### config.mk
export PLATFORM = sky130hd
export DESIGN_NAME = wb_regfile_flat
export DESIGN_NICKNAME = d
export VERILOG_FILES = /design/src/rtl/wb_regfile_pkg.sv /design/src/rtl/wb_regfile_if.sv /design/src/rtl/wb_regfile_rf_read_port.sv /design/src/rtl/wb_regfile.sv /design/src/flat_wrapper.sv
export SDC_FILE = /design/constraint.sdc
export NUM_CORES = 2
export LEC_CHECK = 0
export CAP_MARGIN = 20
export CORE_ASPECT_RATIO = 1.75
export CORE_MARGIN = 5
export CORE_UTILIZATION = 63
export CTS_CLUSTER_SIZE = 40
export DETAILED_ROUTE_END_ITERATION = 8
export HOLD_SLACK_MARGIN = 0.08
export PLACE_DENSITY = 0.81
export SYNTH_ARGS = -nofsm -noshare
export SYNTH_HDL_FRONTEND = slang
export SYNTH_HIERARCHICAL = 1
export SYNTH_SLANG_ARGS = --single-unit
### constraint.sdc
create_clock -name clk -period 2.8 [get_ports clk]
set_clock_uncertainty 0.2 [all_clocks]
set_input_delay 0.28 -clock clk [delete_from_list [all_inputs] [get_ports clk]]
set_output_delay 0.28 -clock clk [all_outputs]
set_load 0.05 [all_outputs]
### src/rtl/wb_regfile_pkg.sv
// Shared sizing and types for the MIPS general-purpose register file and its
// consumers (ID decode, forwarding unit).
package wb_regfile_pkg;

  localparam int DATA_W   = 32;
  localparam int ADDR_W   = 5;
  localparam int NUM_REGS = 32;

  typedef logic [DATA_W-1:0] word_t;
  typedef logic [ADDR_W-1:0] addr_t;

  localparam addr_t REG_ZERO = 5'd0;

endpackage

### src/rtl/wb_regfile_if.sv
// MEM/WB write-back bus plus the ID-stage and debug read ports of the register file.
interface wb_regfile_if;
  import wb_regfile_pkg::*;

  logic  wr_regwr;
  word_t wr_data;
  addr_t wr_regdst_addr;
  addr_t id_rs_addr;
  addr_t id_rt_addr;
  word_t id_rs_data;
  word_t id_rt_data;
  addr_t dbg_addr;
  word_t dbg_data;
  word_t wr_count;

  modport master (
    output wr_regwr, wr_data, wr_regdst_addr, id_rs_addr, id_rt_addr, dbg_addr,
    input  id_rs_data, id_rt_data, dbg_data, wr_count
  );

  modport slave (
    input  wr_regwr, wr_data, wr_regdst_addr, id_rs_addr, id_rt_addr, dbg_addr,
    output id_rs_data, id_rt_data, dbg_data, wr_count
  );

endinterface

### src/rtl/wb_regfile_rf_read_port.sv
// One combinational read port: $0 and reset force zero, optional same-cycle
// WB bypass, otherwise the stored array word.
module wb_regfile_rf_read_port
  import wb_regfile_pkg::*;
#(
  parameter bit BYPASS = 1'b1
) (
  input  logic  reset,
  input  addr_t addr,
  input  word_t array_word,
  input  logic  wr_regwr,
  input  addr_t wr_addr,
  input  word_t wr_data,
  output word_t data
);

  // The bypass mux is gated by wr_regwr so an undriven wr_data never leaks out.
  always_comb begin
    data = '0;
    if (reset || addr == REG_ZERO) begin
      data = '0;
    end else if (BYPASS && wr_regwr && wr_addr == addr) begin
      data = wr_data;
    end else begin
      data = array_word;
    end
  end

endmodule

### src/rtl/wb_regfile.sv
// 32x32 MIPS register file: one WB write per cycle, two bypassed ID read
// ports, one array-only debug port and a committed-write counter.
module wb_regfile
  import wb_regfile_pkg::*;
(
  input  logic         clk,
  input  logic         reset,
  wb_regfile_if.slave  bus
);

  word_t regs [NUM_REGS];
  word_t wr_cnt;

  // Entry 0 is never written, so it holds the zero loaded at reset.
  always_ff @(posedge clk) begin
    if (reset) begin
      for (int i = 0; i < NUM_REGS; i++) begin
        regs[i] <= '0;
      end
      wr_cnt <= '0;
    end else if (bus.wr_regwr && bus.wr_regdst_addr != REG_ZERO) begin
      regs[bus.wr_regdst_addr] <= bus.wr_data;
      wr_cnt                   <= wr_cnt + 32'd1;
    end
  end

  assign bus.wr_count = wr_cnt;

  wb_regfile_rf_read_port #(.BYPASS(1'b1)) u_rs_port (
    .reset      (reset),
    .addr       (bus.id_rs_addr),
    .array_word (regs[bus.id_rs_addr]),
    .wr_regwr   (bus.wr_regwr),
    .wr_addr    (bus.wr_regdst_addr),
    .wr_data    (bus.wr_data),
    .data       (bus.id_rs_data)
  );

  wb_regfile_rf_read_port #(.BYPASS(1'b1)) u_rt_port (
    .reset      (reset),
    .addr       (bus.id_rt_addr),
    .array_word (regs[bus.id_rt_addr]),
    .wr_regwr   (bus.wr_regwr),
    .wr_addr    (bus.wr_regdst_addr),
    .wr_data    (bus.wr_data),
    .data       (bus.id_rt_data)
  );

  wb_regfile_rf_read_port #(.BYPASS(1'b0)) u_dbg_port (
    .reset      (reset),
    .addr       (bus.dbg_addr),
    .array_word (regs[bus.dbg_addr]),
    .wr_regwr   (1'b0),
    .wr_addr    (REG_ZERO),
    .wr_data    ('0),
    .data       (bus.dbg_data)
  );

endmodule
### src/flat_wrapper.sv
// flat-port wrapper written by rule: the top's interface ports become plain ports
module wb_regfile_flat import wb_regfile_pkg::*;
  (clk, reset, bus_wr_regwr, bus_wr_data, bus_wr_regdst_addr, bus_id_rs_addr, bus_id_rt_addr, bus_dbg_addr, bus_id_rs_data, bus_id_rt_data, bus_dbg_data, bus_wr_count);
  wb_regfile_if bus_i ();
  input  logic clk;
  input  logic reset;
  input wire logic [$bits(bus_i.wr_regwr)-1:0] bus_wr_regwr;
  input wire logic [$bits(bus_i.wr_data)-1:0] bus_wr_data;
  input wire logic [$bits(bus_i.wr_regdst_addr)-1:0] bus_wr_regdst_addr;
  input wire logic [$bits(bus_i.id_rs_addr)-1:0] bus_id_rs_addr;
  input wire logic [$bits(bus_i.id_rt_addr)-1:0] bus_id_rt_addr;
  input wire logic [$bits(bus_i.dbg_addr)-1:0] bus_dbg_addr;
  output wire logic [$bits(bus_i.id_rs_data)-1:0] bus_id_rs_data;
  output wire logic [$bits(bus_i.id_rt_data)-1:0] bus_id_rt_data;
  output wire logic [$bits(bus_i.dbg_data)-1:0] bus_dbg_data;
  output wire logic [$bits(bus_i.wr_count)-1:0] bus_wr_count;
  assign bus_i.wr_regwr = bus_wr_regwr;
  assign bus_i.wr_data = bus_wr_data;
  assign bus_i.wr_regdst_addr = bus_wr_regdst_addr;
  assign bus_i.id_rs_addr = bus_id_rs_addr;
  assign bus_i.id_rt_addr = bus_id_rt_addr;
  assign bus_i.dbg_addr = bus_dbg_addr;
  assign bus_id_rs_data = bus_i.id_rs_data;
  assign bus_id_rt_data = bus_i.id_rt_data;
  assign bus_dbg_data = bus_i.dbg_data;
  assign bus_wr_count = bus_i.wr_count;
  wb_regfile u_core (.clk(clk), .reset(reset), .bus(bus_i));
endmodule
==> results.toml <==
[outcome]
run_status = "finished with violations"
violations = "setup timing"

[critical_path]
timing.critical_path.to_type = "output pin"
critPathTopFamily = "compound AO/OA/AOI/OAI gates"
setup.worst_path.start = "u_core/regs[2][16]$_SDFFCE_PN0P_"
critical_path.max_stage_delay_ns = 0.46
maximum_fanout_count_along_the_critical_path = 3
cp_cell_sequence = "mux2i_1 > a22o_1 > nor3_1 > a31oi_1 > nand3_2 > nand2_2 > o21ai_2 > buf_6"
criticalPathCategory = "reg -> out"
critical_path.n_buffers_inverters = 1
cp_slowest_cell = "edfxtp_1"
crit-reg2reg-capture = "u_core/bus.wr_count[14]$_SDFFE_PP0P_"
critical_path_arrival_ns = 2.63
timing.critical_path.required_ns = 2.32
r2r_start = "u_core/bus.wr_count[1]$_SDFFE_PP0P_"
r2r.worst_path.cells = 6
ff2ff_setup_slack_ns = 0.56
cp-start-kind = "flop"

[timing]
timing_worst_slew_pin_value_ns = 0.897
max_freq_mhz = 321
finalWorstPathRequiredPeriod_ns = 3.11
final_max_slew_viols = 0
fin_hold_ws_ns = 0.123
unrepaired_setup_endpoints_after_global_routing = "yes"
timing.slew.headroom_pct = 39.7
timing.final.crit_share_pct = 111
layout_setup_ws_ns = -0.314
setup_viol = 83
final-hold-violation-count = 0

[floorplanning]
die_w_microns = 258
chipHeight_microns = 444
initial_utilization_pct = 63.3
core_area_sq_um = 107000
die-area_sq_um = 115000
floorplan.io_pins = 183
placement_rows = 159

[clock_network]
ctsHtreeMaxLevel = 3
cts-root-buf = "clkbuf_16"
cts_sinks = 1056
cts_tree = "yes"
worst_skew_pair.late_latency_ns = 0.76
clkSlewWorstSetupHoldPaths_ns = 0.07
clockBufferDepth = 3
tritoncts.num_buffers = 99

[global_routing]
grt_overflow = 0
grt_pass1_vias = 61425
initial_antenna_violation_count = 28
globalRouteTotalUtil_pct = 51.5
global_route_wire_length_before_repair_mm = 426
maximum_number_of_pins_on_one_net_before_global_route_repair = 50

[logic_synthesis]
synth-compound-area-share_pct = 9.50
yosysSeqAreaShare_pct = 46.3
post_synth_mux_area_share_pct = 22.7
postSynth.asyncResetShare_pct = 0
yosys_most_used_dff = "edfxtp_1"
ys_ff_latch = 1056
post_synth_inst_count = 6262
synth_enable_flop_cells = 1024
synthDistinctLibCells = 54
synth_xor_area_share_pct = 0.504
synth-warning-count = 6
post_synth_fa_ha_maj_area_fraction_pct = 0.0185
avg_synthesized_cell_area_sq_um = 10.8
synth_simple_gate_area_share_pct = 16.7
netlist_area_sq_um = 67800
synth_top_family_by_area = "multiplexers"

[worst_hold_path]
hold_path_depth = 2
min_to = "u_core/regs[25][23]$_SDFFCE_PN0P_"
min-delay-start = "bus_wr_data[23]"
timing.hold.worst.class = "in -> reg"

[place]
hpwlAfterDp_mm = 204
port_buffers = 182
routabilityCongestion = 1.05
dpl_cell_area_sq_um = 77600

[drt]
post_drt_via_cell_ratio = 7.51
residual_antenna_violating_net_count_after_detailed_routing = 0
detail_route.wl_per_cell_microns = 37.4
detail_route.iter0.violations = 9553
detailroute.via_count = 62144
drc = 0
drt-pass1-iter-count = 8
wirelength_mm = 310

[layout]
fin_util_pct = 79.8
areaGrowthSynthToFinish_pct = 26.0
mostFrequentLayoutCell = "mux2i_1"
fin_nets = 6851
finish.instance_area_sq_um = 85400
drive_above_1_share_pct = 23.7
final_cell_mix = "mux2i_1, edfxtp_1, and2_1"

[power]
pwr_density_cell_nw_per_um2 = 502
p_leak_nw = 34.9
worst_ir_drop_vdd_mv = 0.577

[flow_run]
timing.max_cap.violations = 0
==> report_power, final <==
group | internal, mW | switching [mW] | total, mW
clock network | 7.68 | 6.45 | 14.1
logic | 3.83 | 5.97 | 9.80
registers | 18.2 | 0.745 | 18.9
==> worst register-to-register path: cells and delay by family (launching register included) <==
family                   cells  cell delay [ns]
AO/OA/AOI/OAI                1             0.62
AND/OR/NAND/NOR              3             0.51
flip-flops                   1             0.34
adder cells (fa/ha/maj)      1             0.30
XOR/XNOR                     1             0.18
==> what timing repair did <==
action                                  CTS  global route
hold buffers                              8             0
endpoints found under the hold margin    50             0
endpoints found under the setup margin   96            96
pin swaps                               212           203
gates cloned                             14             8
gates resized for setup                 579           160
buffers inserted                         46            19
==> logic make-up (layout without fill, tap and decap cells) <==
group | count (synthesis) | in the layout
and+or+nand+nor | 2032 | 2032
buffers and inverters | 626 | 1209
adders and majority gates | 1 | 1
DFF | 1056 | 1056
other | 1 | 60
AOI/OAI and AO/OA | 970 | 970
muxes | 1537 | 1537
xor gates and xnor gates | 39 | 39
==> state kept, by name, indices dropped and copies added (netlist names) <==
name / cells
u_core/regs: 1024
u_core/bus.wr_count: 32
==> cells in the mapped netlist, types with 2 or more instances <==
| master | instances | area (sq um) |
|---|---|---|
| mux2i_1 | 1536 | 15400 |
| edfxtp_1 | 1024 | 30700 |
| and2_1 | 1000 | 6260 |
| clkbuf_1 | 365 | 1370 |
| nand2_1 | 364 | 1370 |
| a21oi_1 | 321 | 1610 |
| nand3_1 | 299 | 1500 |
| a22oi_1 | 288 | 2160 |
| a22o_1 | 192 | 1680 |
| buf_2 | 141 | 706 |
| nor3_1 | 105 | 526 |
| a31oi_1 | 96 | 601 |
| nand4_1 | 82 | 513 |
| buf_4 | 71 | 533 |
| nor2_1 | 61 | 229 |
| o21ai_0 | 45 | 225 |
| nand2b_1 | 40 | 250 |
| or2_2 | 34 | 213 |
| buf_1 | 32 | 120 |
| dfxtp_1 | 32 | 641 |
| xor2_1 | 26 | 228 |
| o21ai_1 | 20 | 100 |
| xnor2_1 | 13 | 114 |
| buf_6 | 12 | 135 |
| nor3_2 | 7 | 70.1 |
| nor2b_1 | 6 | 37.5 |
| inv_1 | 5 | 18.8 |
| nor4_1 | 5 | 31.3 |
| a21oi_2 | 4 | 35.0 |
| and3_1 | 3 | 18.8 |
| nor2_4 | 3 | 33.8 |
| nor4_4 | 3 | 63.8 |
| and4_2 | 2 | 20.0 |
| nand3b_1 | 2 | 15.0 |
| nand3b_2 | 2 | 22.5 |
| nor4_2 | 2 | 25.0 |
| or3_4 | 2 | 22.5 |
==> through the flow <==
stage,power [mW],TNS [ns],worst slack (ns),cells
6_report,42.9,-8.70,-0.314,8272
5_1_grt,43.5,-10.25,-0.255,8247
4_1_cts,42.0,-4.72,-0.193,8222
3_5_place_dp,27.5,-44.27,-0.703,7991
3_3_place_gp,27.3,-39.63,-0.665,7991
2_1_floorplan,23.4,0,0.131,6293
==> metal layers <==
| metal | share of wire (%) | vias up | track usage, % | routed length [microns] |
|---|---|---|---|---|
| met5 | 0.033 | - | 0.598 | 103 |
| met1 | 29 | 29209 | 52.7 | 89300 |
| li1 | - | 24280 | - | - |
| met3 | 13 | 2603 | 16.4 | 39500 |
| met2 | 44 | 6046 | 79.1 | 136000 |
| met4 | 15 | 6 | 55.4 | 45100 |
==> worst max path at each step <==
stage | cells after the start | to
6_report | 8 | bus_id_rs_data[16]
5_1_grt | 9 | bus_id_rt_data[20]
4_1_cts | 9 | bus_id_rs_data[14]
3_5_place_dp | 12 | bus_id_rt_data[31]
3_3_place_gp | 12 | bus_id_rt_data[31]
2_1_floorplan | 9 | bus_dbg_data[25]
==> area by class of cell <==
type / instances / area, sq um
antenna: 28 / 70.1
clock buffer: 112 / 2590
clock inverter: 70 / 671
fill: 6497 / 21600
inverter: 5 / 18.8
multi-input combinational: 4611 / 36600
sequential: 1056 / 31400
tap: 1368 / 1710
timing repair buffer: 1022 / 12400
No activity file was read; power rests on OpenSTA's default activity.
